$ cat src/rtl/p_i_cache_control.sv
// Instruction-cache controller: hit/miss FSM (CHECK/FETCH/FILL), 4-way tree-PLRU
// victim choice and update, per-way fill controls and wrapping hit/miss counters.
package p_i_cache_types;
    typedef enum logic [1:0] {
        no_write        = 2'b00,
        mem_write_cache = 2'b01,
        mem_write_cpu   = 2'b10
    } dataarraymux_sel_t;
endpackage

module p_i_cache_control
    import p_i_cache_types::*;
#(
    parameter int NUM_WAYS = 4,
    parameter int CNT_W    = 32
) (
    input  logic                               clk,
    input  logic                               rst,
    input  logic                               mem_read,
    output logic                               mem_resp,
    input  logic                               hit,
    input  logic [NUM_WAYS-1:0]                way_hit,
    input  logic [NUM_WAYS-1:0]                v_dataout,
    input  logic [2:0]                         LRU_array_dataout,
    output logic                               pmem_read,
    input  logic                               pmem_resp,
    output logic [NUM_WAYS-1:0]                v_array_load,
    output logic [NUM_WAYS-1:0]                v_array_datain,
    output logic [NUM_WAYS-1:0]                tag_array_load,
    output logic                               LRU_array_load,
    output logic [2:0]                         LRU_array_datain,
    output dataarraymux_sel_t [NUM_WAYS-1:0]   write_en_MUX_sel,
    output dataarraymux_sel_t [NUM_WAYS-1:0]   data_array_datain_MUX_sel,
    output logic [CNT_W-1:0]                   hit_count,
    output logic [CNT_W-1:0]                   miss_count
);
    typedef enum logic [1:0] {CHECK, FETCH, FILL} state_t;

    state_t           r_state;
    logic [1:0]       r_victim;
    logic [CNT_W-1:0] r_hit_count;
    logic [CNT_W-1:0] r_miss_count;

    logic [1:0] w_victim;
    logic [1:0] w_hit_way;
    logic [2:0] w_lru_next;
    logic       w_check_req;
    logic       w_fill;

    // Lowest invalid way wins; the PLRU tree only decides when every way is valid.
    always_comb begin
        w_victim = LRU_array_dataout[0] ? (LRU_array_dataout[2] ? 2'd3 : 2'd2)
                                        : (LRU_array_dataout[1] ? 2'd1 : 2'd0);
        for (int i = NUM_WAYS - 1; i >= 0; i--)
            if (!v_dataout[i]) w_victim = 2'(i);
    end

    always_comb begin
        w_hit_way = 2'd0;
        for (int i = 0; i < NUM_WAYS; i++)
            if (way_hit[i]) w_hit_way = 2'(i);
    end

    // Point the tree away from the way just used.
    always_comb begin
        w_lru_next = LRU_array_dataout;
        case (w_hit_way)
            2'd0: begin w_lru_next[0] = 1'b1; w_lru_next[1] = 1'b1; end
            2'd1: begin w_lru_next[0] = 1'b1; w_lru_next[1] = 1'b0; end
            2'd2: begin w_lru_next[0] = 1'b0; w_lru_next[2] = 1'b1; end
            default: begin w_lru_next[0] = 1'b0; w_lru_next[2] = 1'b0; end
        endcase
    end

    // Gating with rst keeps every control low while reset is held.
    assign w_check_req      = rst && (r_state == CHECK) && mem_read;
    assign w_fill           = rst && (r_state == FILL);
    assign mem_resp         = w_check_req && hit;
    assign LRU_array_load   = mem_resp;
    assign LRU_array_datain = mem_resp ? w_lru_next : 3'b000;
    assign pmem_read        = rst && (r_state == FETCH);
    assign hit_count        = r_hit_count;
    assign miss_count       = r_miss_count;

    for (genvar g = 0; g < NUM_WAYS; g++) begin : g_way
        logic w_fill_way;
        assign w_fill_way                   = w_fill && (r_victim == 2'(g));
        assign tag_array_load[g]            = w_fill_way;
        assign v_array_load[g]              = w_fill_way;
        assign v_array_datain[g]            = w_fill_way;
        assign write_en_MUX_sel[g]          = w_fill_way ? mem_write_cache : no_write;
        assign data_array_datain_MUX_sel[g] = w_fill_way ? mem_write_cache : no_write;
    end

    always_ff @(posedge clk or negedge rst) begin
        if (!rst) begin
            r_state      <= CHECK;
            r_victim     <= 2'd0;
            r_hit_count  <= '0;
            r_miss_count <= '0;
        end else begin
            case (r_state)
                CHECK: begin
                    if (mem_read) begin
                        if (hit) begin
                            r_hit_count <= r_hit_count + 1'b1;
                        end else begin
                            r_miss_count <= r_miss_count + 1'b1;
                            r_victim     <= w_victim;
                            r_state      <= FETCH;
                        end
                    end
                end
                FETCH:   if (pmem_resp) r_state <= FILL;
                FILL:    r_state <= CHECK;
                default: r_state <= CHECK;
            endcase
        end
    end
endmodule

$ cat config.mk
export PLATFORM = sky130hd
export DESIGN_NAME = p_i_cache_control
export DESIGN_NICKNAME = d
export VERILOG_FILES = /design/src/rtl/p_i_cache_control.sv
export SDC_FILE = /design/constraint.sdc
export NUM_CORES = 1
export LEC_CHECK = 0
export CAP_MARGIN = 25
export CORE_MARGIN = 2
export CORE_UTILIZATION = 35
export CTS_CLUSTER_SIZE = 10
export DETAILED_ROUTE_END_ITERATION = 10
export HOLD_SLACK_MARGIN = 0.08
export PLACE_DENSITY = 0.66
export SLEW_MARGIN = 10
export SYNTH_ARGS = -nofsm -noshare
export SYNTH_HDL_FRONTEND = slang
export SYNTH_SLANG_ARGS = --single-unit
$ cat constraint.sdc
create_clock -name clk -period 2.2 [get_ports clk]
set_input_delay 0.33 -clock clk [delete_from_list [all_inputs] [get_ports clk]]
set_output_delay 0.33 -clock clk [all_outputs]
set_load 0.005 [all_outputs]
==> results_dict.tcl <==
set metrics [dict create \
    seqPwrFrac_pct 50.4 \
    reg2reg_slack_ns 0.12 \
    clk_pin_slew_ns 0.07 \
    async_flop_share_pct 100 \
    syn_area_um2 3470 \
    start_kind "register" \
    status "finished, final reports clean" \
    grt_max_degree 69 \
    ir_drop_uv 342 \
    slowest_stage "clkdlybuf4s50_1" \
    worst-slew-pin-transition_ns 0.866 \
    antenna_left 0 \
    root_buffer "clkbuf_8" \
    dr.pass1.iters 5 \
    worstPathCellList "buf_6 -> nor3b_2 -> buf_4 -> nand2_2 -> nor2_4 -> clkdlybuf4s50_1" \
    ys_seq_area_share_pct 49.1 \
    setup_viol 0 \
    port_buffers 104 \
    via_per_inst 4.71 \
    cp_data_required_time_ns 1.87 \
    power.switching_mw 0.843 \
    dp_hpwl_um 5950 \
    power_density_nw_per_um2 633 \
    crit_type "reg2out" \
    antenna_found_initial 0 \
    synth-edff-count 0 \
    endpoint "write_en_MUX_sel[4]" \
    ios 114 \
    timing.final.max_slew_violations 0 \
    gp_congestion 0.791 \
    stdcell_count 583 \
    die_y_um 104 \
    p_comb_share_pct 17.1 \
    yosysUniqueCellTypes 35 \
    cp_max_fo 5 \
    avgRoutedWirePerCell_um 14.1 \
    hold_ws_ns 0.274 \
    num_vias 2746 \
    drive_gt1_share_pct 11.3 \
    cts_tree "done" \
    fp.dieArea_um2 10700 \
    synth_top_family_by_area "simple AND/OR/NAND/NOR gates" \
    area_growth_pct 40.3 \
    fmax_mhz 465 \
    finClkSkew_ns 0.00921 \
    dp_cells 564 \
    numCtsBuffers 9 \
    path_buf_inv 3 \
    routed_wl_um 8230 \
    critPathMaxStageDelay_ns 0.50 \
    synth_cells 335 \
    grt_usage_pct 15.7 \
    h-tree-depth 3 \
    overflow 0 \
    ys_ff_latch 68 \
    fp-row-count 36 \
    rr_endpoint "miss_count[31]" \
    clkPwrFrac_pct 32.4 \
    cts_buffer_depth 2 \
    switching_share_pct 27.4 \
    core_region_area_um2 9680 \
    synth-xor-area-share_pct 15.7 \
    critPathLaunch "r_state[1]" \
    clock_latency_ns 0.34 \
    p_leak_nw 2.35 \
    period_share_pct 97.7 \
    grt_setup_unrepaired "yes" \
    yosysWarnings 0 \
    slew-limit-headroom_pct 42.3 \
    first_global_vias 2701 \
    maxCapViolations 0 \
    cp_top_family "buffers and inverters" \
    die_x_um 104 \
    hold_viol 0 \
    cp.arrival_ns 1.82 \
    muxShareOfSynthArea_pct 0.289 \
    path_depth 6 \
    synth_compound_area_share_pct 0.974 \
    finalNetCount 464 \
    internal_power_mw 2.24 \
    synth_fa_ha_area_share_pct 0.722 \
    diodes 0 \
    yosys.area_share.simple_pct 24.8 \
    cts.sinks 68 \
    hp-class "in2async" \
    grt_first_pass_wirelength_um 13600 \
    reg2regPathDepth 4 \
    synthFlopType "dfrtp_1" \
    drtIter0Drc 123 \
    reg2reg_from "r_state[1]" \
    endpoint_kind "primary output" \
    start_util_pct 35.8 \
    synth_area_per_cell_um2 10.3 \
    fin_crit_ns 2.15 \
    drc_errors 0 \
]
[synthesized netlist by cell type, types with 3 or more instances]
library cell / instances / area (um2)
xor2_1: 32 / 280
dfrtp_1: 68 / 1700
and4_1: 9 / 78.8
xnor2_1: 30 / 263
nor4_1: 7 / 43.8
nor3b_1: 5 / 37.5
inv_1: 12 / 45.0
and3_1: 6 / 37.5
nor3_1: 20 / 100
clkbuf_1: 3 / 11.3
and2_1: 4 / 25.0
nand2_1: 38 / 143
nor2_1: 15 / 56.3
buf_4: 29 / 218
nand3_1: 17 / 85.1
nand4_1: 17 / 106
[metrics by stage]
stage / setup TNS, ns / setup WS (ns) / total power, mW / utilization, % / cell area (um2)
2_1_floorplan: 0 / 0.0471 / 1.73 / - / 3490
3_3_place_gp: -2.26 / -0.201 / 2.08 / 47.4 / 4590
3_5_place_dp: -3.39 / -0.242 / 2.10 / 47.4 / 4590
4_1_cts: -0.00318 / -0.00145 / 3.12 / 49.6 / 4800
5_1_grt: -0.0790 / -0.0518 / 3.25 / 50.2 / 4870
6_report: 0 / 0.0506 / 3.08 / 50.2 / 4870
[worst reg2reg max path, delay by kind of cell, from the launching register on]
kind             cells  cell delay [ns]
AND/OR/NAND/NOR      3             1.45
flip-flops           1             0.40
XOR/XNOR             1             0.16
[cell type report]
class                   instances  area (um2)
fillers                       912        4820
clock buffers                  13         149
well taps                     133         166
multi-input cells             228        1550
inverters                      12        45.0
flip-flops and latches         68        1700
clock inverters                 2        35.0
repair buffers                127        1220
[sequential cells by signal, summed over array words and instances, names as in the netlist]
register / count
hit_count: 32
miss_count: 32
r_victim: 2
r_state: 2
[power by group through the flow]
stage	sequential (mW)	combinational, mW	clock, mW
3_3_place_gp	1.56	0.524	0
3_5_place_dp	1.57	0.530	0
2_1_floorplan	1.54	0.196	0
6_report	1.55	0.528	0.999
5_1_grt	1.58	0.583	1.09
4_1_cts	1.55	0.534	1.03
[worst min-delay path by stage]
stage                     endpoint  slack, ns  depth (start not counted)
floorplan             hit_count[0]       0.03                          0
detailed placement   hit_count[31]       0.46                          1
finish              miss_count[17]       0.27                          2
global placement     hit_count[31]       0.46                          1
CTS                 miss_count[28]       0.30                          2
global route        miss_count[25]       0.33                          2
[logic make-up (layout without fill, tap and decap cells)]
group | Yosys count | count (layout)
xor gates and xnor gates | 62 | 62
muxes | 1 | 1
other | 1 | 8
AOI/OAI and AO/OA | 5 | 5
DFF | 68 | 68
buffers and inverters | 46 | 154
and+or+nand+nor | 150 | 150
adders and majority gates | 2 | 2
[cells in the final DEF, fill, tap and decap left out, drive strengths merged, types with 2 or more instances in the layout]
| master | count |
|---|---|
| buf | 24 |
| nand4 | 17 |
| nor4b | 3 |
| xor2 | 32 |
| nor3 | 20 |
| clkdlybuf4s50 | 79 |
| inv | 12 |
| and2 | 4 |
| dfrtp | 68 |
| o21ai | 2 |
| dlymetal6s2s | 9 |
| nand3 | 17 |
| nor4 | 10 |
| or4 | 2 |
| nand2 | 38 |
| dlygate4sd2 | 15 |
| nor3b | 5 |
| xnor2 | 30 |
| ha | 2 |
| and4 | 9 |
| and3 | 6 |
| nor2 | 15 |
| conb | 8 |
| clkbuf | 13 |
[layer usage]
layer / wire [um] / global-route usage, %
met1: 3790 / 20.9
met2: 3980 / 24.6
met3: 338 / 4.47
met4: 120 / 5.50
met5: 0 / 0
[timing repair]
item                       4_1_cts  5_1_grt
gates cloned                     0        0
resized for setup               24       13
hold buffers                     0        0
pin swaps                        2        0
setup buffers                    1        3
setup endpoints to repair       25       12
No activity file was read; power rests on OpenSTA's default activity.
